$ cat config.mk
export PLATFORM = sky130hd
export DESIGN_NAME = interrupt_controller
export DESIGN_NICKNAME = d
export VERILOG_FILES = /design/src/rtl/constants_pkg.sv /design/src/rtl/irq_edge_detect.sv /design/src/rtl/interrupt_controller.sv
export SDC_FILE = /design/constraint.sdc
export NUM_CORES = 1
export LEC_CHECK = 0
export ABC_AREA = 1
export CAP_MARGIN = 10
export CELL_PAD_IN_SITES_DETAIL_PLACEMENT = 0
export CELL_PAD_IN_SITES_GLOBAL_PLACEMENT = 1
export CORE_MARGIN = 3
export CORE_UTILIZATION = 34
export CTS_CLUSTER_SIZE = 30
export DETAILED_ROUTE_END_ITERATION = 7
export MAX_ROUTING_LAYER = met4
export PLACE_DENSITY = 0.77
export SLEW_MARGIN = 10
export SYNTH_ARGS = -nofsm -noshare
export SYNTH_HDL_FRONTEND = slang
export SYNTH_HIERARCHICAL = 1
export SYNTH_SLANG_ARGS = --single-unit
$ cat constraint.sdc
create_clock -name clk -period 1 [get_ports clk]
set_input_delay 0.1 -clock clk [delete_from_list [all_inputs] [get_ports clk]]
set_output_delay 0.1 -clock clk [all_outputs]
set_load 0.01 [all_outputs]
$ cat src/rtl/constants_pkg.sv
// ---------------------------------------------------------------------------
// constants_pkg
// Shared constants and types for the processor slice: memory geometry, the
// memory-mapped addresses decoded by the interrupt controller, the execution
// unit's stage encoding and the interrupt controller's state encoding.
// No ports; imported with `import constants_pkg::*;`.
// ---------------------------------------------------------------------------
package constants_pkg;

  localparam int MEMORY_ADDRESS_BITS = 8;
  localparam int MEMORY_DATA_BITS    = 8;

  // Memory-mapped interrupt controller registers, snooped off the RAM write port
  localparam logic [MEMORY_ADDRESS_BITS-1:0] INTC_MASK_ADDRESS = 8'hFE;
  localparam logic [MEMORY_ADDRESS_BITS-1:0] INTC_EOI_ADDRESS  = 8'hFF;

  // Execution unit pipeline stage
  typedef enum logic [1:0] {
    ES_FETCH,
    ES_DECODE,
    ES_EXECUTE,
    ES_WRITEBACK
  } ExecutionStage;

  // Interrupt controller handshake state
  typedef enum logic [1:0] {
    IC_IDLE,
    IC_REQUEST,
    IC_SERVICE
  } IntcState;

endpackage

$ cat src/rtl/irq_edge_detect.sv
// ---------------------------------------------------------------------------
// irq_edge_detect
// Brings one raw asynchronous interrupt line into the clk domain through a
// 2-flop synchronizer, then compares it against a delayed copy to produce a
// single-cycle pulse on each rising edge.
// Ports:
//   clk    in  system clock
//   reset  in  asynchronous active-high reset
//   irq    in  raw interrupt line (asynchronous)
//   rise   out one-cycle pulse after a synchronized rising edge
// ---------------------------------------------------------------------------
module irq_edge_detect (
  input  logic clk,
  input  logic reset,
  input  logic irq,
  output logic rise
);

  logic sync0;
  logic sync1;
  logic prev;

  // Synchronizer pair followed by the delay flop used for edge comparison
  always_ff @(posedge clk or posedge reset) begin
    if (reset) begin
      sync0 <= 1'b0;
      sync1 <= 1'b0;
      prev  <= 1'b0;
    end else begin
      sync0 <= irq;
      sync1 <= sync0;
      prev  <= sync1;
    end
  end

  assign rise = sync1 & ~prev;

endmodule

$ cat src/rtl/interrupt_controller.sv
// ---------------------------------------------------------------------------
// interrupt_controller
// Latches rising edges of the interrupt lines as pending, gates them with a
// software-written enable mask, picks the lowest-index eligible source and
// runs a request / acknowledge / end-of-interrupt handshake with the
// execution unit. Mask and EOI writes are picked up by snooping the execution
// unit's RAM write port.
// Ports:
//   clk          in  system clock
//   reset        in  asynchronous active-high reset
//   irq_in       in  raw interrupt lines, rising-edge sensitive
//   wr_ram_en    in  snooped RAM write strobe
//   wr_ram_addr  in  snooped RAM write address
//   wr_ram_data  in  snooped RAM write data
//   int_req      out interrupt request, high while a grant awaits acknowledge
//   int_ack      in  acknowledge from the execution unit
//   int_id       out index of the granted source
//   in_service   out high from acknowledge until EOI
//   pending      out pending edge bits (debug)
// ---------------------------------------------------------------------------
module interrupt_controller
  import constants_pkg::*;
#(
  parameter int NUM_SOURCES = 4,
  parameter int ID_BITS     = 2
) (
  input  logic                           clk,
  input  logic                           reset,
  input  logic [NUM_SOURCES-1:0]         irq_in,
  input  logic                           wr_ram_en,
  input  logic [MEMORY_ADDRESS_BITS-1:0] wr_ram_addr,
  input  logic [MEMORY_DATA_BITS-1:0]    wr_ram_data,
  output logic                           int_req,
  input  logic                           int_ack,
  output logic [ID_BITS-1:0]             int_id,
  output logic                           in_service,
  output logic [NUM_SOURCES-1:0]         pending
);

  IntcState                state;
  IntcState                next_state;

  logic [NUM_SOURCES-1:0]  rise;
  logic [NUM_SOURCES-1:0]  mask;
  logic [NUM_SOURCES-1:0]  eligible;
  logic [NUM_SOURCES-1:0]  mask_data_q;
  logic                    mask_write_q;
  logic                    mask_write;
  logic                    eoi;
  logic                    ack_take;
  logic                    any_eligible;
  logic [ID_BITS-1:0]      winner;

  // One synchronizer + edge detector per interrupt line
  genvar g;
  generate
    for (g = 0; g < NUM_SOURCES; g++) begin : gen_edge
      irq_edge_detect u_edge (
        .clk   (clk),
        .reset (reset),
        .irq   (irq_in[g]),
        .rise  (rise[g])
      );
    end
  endgenerate

  // Data bits above the mask width are never used
  generate
    if (NUM_SOURCES < MEMORY_DATA_BITS) begin : gen_unused_data
      logic unused_data_bits;
      assign unused_data_bits = ^wr_ram_data[MEMORY_DATA_BITS-1:NUM_SOURCES];
    end
  endgenerate

  assign mask_write = wr_ram_en && (wr_ram_addr == INTC_MASK_ADDRESS);
  assign eoi        = wr_ram_en && (wr_ram_addr == INTC_EOI_ADDRESS);
  assign ack_take   = (state == IC_REQUEST) && int_ack;

  // Mask writes pass through one staging register before reaching the mask,
  // so the RAM port timing path ends in a flop; a write therefore makes a
  // pending source eligible one edge after it was sampled.
  always_ff @(posedge clk or posedge reset) begin
    if (reset) begin
      mask_write_q <= 1'b0;
      mask_data_q  <= '0;
      mask         <= '0;
    end else begin
      mask_write_q <= mask_write;
      mask_data_q  <= wr_ram_data[NUM_SOURCES-1:0];
      if (mask_write_q) begin
        mask <= mask_data_q;
      end
    end
  end

  // Pending bits: the acknowledged grant is cleared, but a new edge on the
  // same line in the same cycle must not be lost, so the set is applied last.
  always_ff @(posedge clk or posedge reset) begin
    if (reset) begin
      pending <= '0;
    end else begin
      for (int i = 0; i < NUM_SOURCES; i++) begin
        if (rise[i]) begin
          pending[i] <= 1'b1;
        end else if (ack_take && (int_id == ID_BITS'(i))) begin
          pending[i] <= 1'b0;
        end
      end
    end
  end

  assign eligible     = pending & mask;
  assign any_eligible = |eligible;

  // Fixed priority: scanning downward lets the lowest eligible index win
  always_comb begin
    winner = '0;
    for (int i = NUM_SOURCES - 1; i >= 0; i--) begin
      if (eligible[i]) begin
        winner = ID_BITS'(i);
      end
    end
  end

  // Grant register: captured only when leaving IC_IDLE, so the id stays frozen
  // through request and service regardless of new arrivals or mask changes.
  always_ff @(posedge clk or posedge reset) begin
    if (reset) begin
      int_id <= '0;
    end else if (state == IC_IDLE && any_eligible) begin
      int_id <= winner;
    end
  end

  // FSM state register
  always_ff @(posedge clk or posedge reset) begin
    if (reset) begin
      state <= IC_IDLE;
    end else begin
      state <= next_state;
    end
  end

  // FSM next-state logic; EOI out of service always passes through IC_IDLE,
  // which guarantees a low cycle on int_req between consecutive requests.
  always_comb begin
    next_state = state;
    case (state)
      IC_IDLE: begin
        if (any_eligible) begin
          next_state = IC_REQUEST;
        end
      end
      IC_REQUEST: begin
        if (int_ack) begin
          next_state = IC_SERVICE;
        end
      end
      IC_SERVICE: begin
        if (eoi) begin
          next_state = IC_IDLE;
        end
      end
      default: next_state = IC_IDLE;
    endcase
  end

  // FSM outputs, decoded purely from the state register
  always_comb begin
    int_req    = 1'b0;
    in_service = 1'b0;
    case (state)
      IC_REQUEST: int_req    = 1'b1;
      IC_SERVICE: in_service = 1'b1;
      default: begin
        int_req    = 1'b0;
        in_service = 1'b0;
      end
    endcase
  end

endmodule

==> reports/metrics.cfg <==
[outcome]
run_status = finished with violations
violations = setup timing

[grt]
grt_start_max_net_pins = 18
antenna_found_initial = 0
grt_usage_pct = 12.48
met3_usage_pct = 4.685
grt_most_used_layer = met2
grt_first_pass_wirelength_mm = 3.567
grt_overflow = 0
grt_pass1_vias = 783
use_met1_pct = 14.95
grt_use_met2_pct = 17.88

[pwr]
p_per_area_nw_per_um2 = 1984
leakagePower_nw = 0.8458
p_int_mw = 2.398
combPwrFrac_pct = 29.2
total_power_mw = 3.329
switchingPower_mw = 0.9309
sw_frac_of_total_pct = 27.97
ir_drop_mv = 1.068
power.clock.fraction_pct = 29.1
seq_power_share_pct = 41.6

[sta]
maxSlewViolCount = 0
timing.hold.ws_ps = 59.46
fin_crit_ps = 1122
rsz0062_at_grt = true
clock_skew_ps = 10.80
hold_viol_final = 0
fmax_mhz = 891.4
setup_viol = 9
fin_crit_sh_pct = 112.2
worstMarginPinSlew_ps = 190.8
finalSetupTns_ps = -552.4
layout_setup_ws_ps = -121.8
maxSlewHeadroom_pct = 87.17

[yosys]
ys_seq_area_share_pct = 67.68
synth.distinct_cells = 14
synth-seq-cells = 29
syn_area_per_cell_um2 = 10.72
synth-warning-count = 6
yosysTopAreaCell = dfrtp_1
syn-num-nets = 124
ys_top_cells_by_area = dfrtp_1 68%, nand2_1 7.0%, inv_1 6.7%
synth_top_area_share_pct = 67.68
synth_area_um2 = 1072
syn_inst = 100

[floorplan]
die_w_um = 62.16
placementRows = 19
die_area_um2 = 3864
die_height_um = 62.16
core_area_um2 = 2877
pin_count = 32
start_util_pct = 37.28

[clock_tree]
path_clk_slew_ps = 90
cts_hold_buf = 0
cts_tree = done
insertion_delay_ps = 320
htreeDepth = 2
clockBufferDepth = 2
cts_buffers = 5
root_buffer = clkbuf_4
clock-sinks = 29

[routing]
drt.antenna.violating_nets = 0
drt-initial-drc-count = 9
first_pass_iters = 2
wl_per_cell_um = 10.88
dr_total_vias = 810
viasPerCell = 4.219
wl_mm = 2.088
drc = 0

[layout]
diodes = 0
nets = 173
fillCellCount = 237
layout_commonest_cell = dfrtp_1
drive_above_1_share_pct = 37.33
area_growth_pct = 56.48
final_cell_mix = 29 x dfrtp_1, 19 x clkdlybuf4s50_1, 18 x inv_1
final_core_util_pct = 58.33

[min_path]
hold_path.class = input port to async pin

[worst_setup_path]
crit_fanout = 4
rrSetupSlack_ps = -120
critical_path_class = flop to flop
required_ps = 1210
startpoint = state[1]
worstReg2RegStart = state[1]
cp.arrival_ps = 1330
endpoint_kind = flop
crit_path_start_kind = flop

[run]
cap_violations = 0

[place]
finalWeightedCongestion = 0.7191
portBuffers = 27
hpwl_mm = 1.483

-- critical path: stages, from the launching register on --
cell and delay, ps:
dfrtp_1 420, buf_4 150, buf_6 110, nor2_4 140, o21ai_2 80, nand2_1 60, nand2_1 50
-- registers in the layout (all words and copies together), names as in the netlist, 2 cells and up --
signal,cells
pending,4
mask_data_q,4
gen_edge.u_edge/sync1,4
mask,4
int_id,2
state,2
gen_edge.u_edge/prev,4
gen_edge.u_edge/sync0,4
-- what timing repair did --
action                     in CTS  in global routing
pin swaps                       8                  6
gates cloned                    0                  0
setup endpoints to repair      14                 14
resized for setup              54                  8
buffers inserted                7                  2
-- synth_stat cells --
library cell and instances:
dfrtp_1 29, nand2_1 20, inv_1 19, nor2_1 6, nor2_2 5, mux2_1 4, nor3_1 4, o21bai_1 4
inv_2 3, o21ai_1 2, a21oi_1 1, nand3_2 1, nor3b_1 1, o31ai_1 1
-- per-stage QoR --
stage                     cell area, um2  cells  worst slack, ps
after global placement              1460    176           -168.1
after detailed placement            1460    176           -183.6
after CTS                           1632    190           -142.3
final                               1678    192           -121.8
after floorplan                     1072    100            73.26
after global routing                1678    192           -191.2
-- routing by layer --
layer	vias to the layer above	part of all wire [%]
met3	6	5.7
met2	15	49
met1	388	43
met4	0	1.8
met5	-	0
li1	401	-
-- cell type report --
| class | count | area, um2 | share of cell area, % |
|---|---|---|---|
| tap | 42 | 52.55 | 3.132 |
| inverter | 22 | 82.58 | 4.922 |
| clock inverter | 1 | 30.03 | 1.790 |
| clock buffer | 7 | 55.05 | 3.281 |
| sequential | 29 | 725.7 | 43.25 |
| timing repair buffer | 42 | 377.9 | 22.52 |
| multi-input combinational | 49 | 354.1 | 21.10 |
-- cell families after synthesis --
logic type	share of synthesized area (%)
compound gates	4.901
mux	4.200
flops	67.68
buf+inv	7.701
simple gates	15.52
-- final timing paths --
check | to | cells past startpoint
max | int_id[0] | 6
max in group asynchronous | mask[3] | 3
min in group clk | gen_edge[0].u_edge/sync0 | 1
max reg2reg | int_id[0] | 6
min reg2reg | gen_edge[2].u_edge/sync1 | 0
min | gen_edge[0].u_edge/sync0 | 2
-- power by group through the flow --
stage | clock, mW | sequential, mW | combinational [mW]
after global routing | 1.07 | 1.40 | 1.06
after global placement | 0 | 1.41 | 0.721
after CTS | 1.01 | 1.38 | 0.887
after floorplan | 0 | 1.44 | 0.272
after detailed placement | 0 | 1.42 | 0.734
final | 0.970 | 1.39 | 0.973
Note: power is estimated with default switching activity, not from simulation.
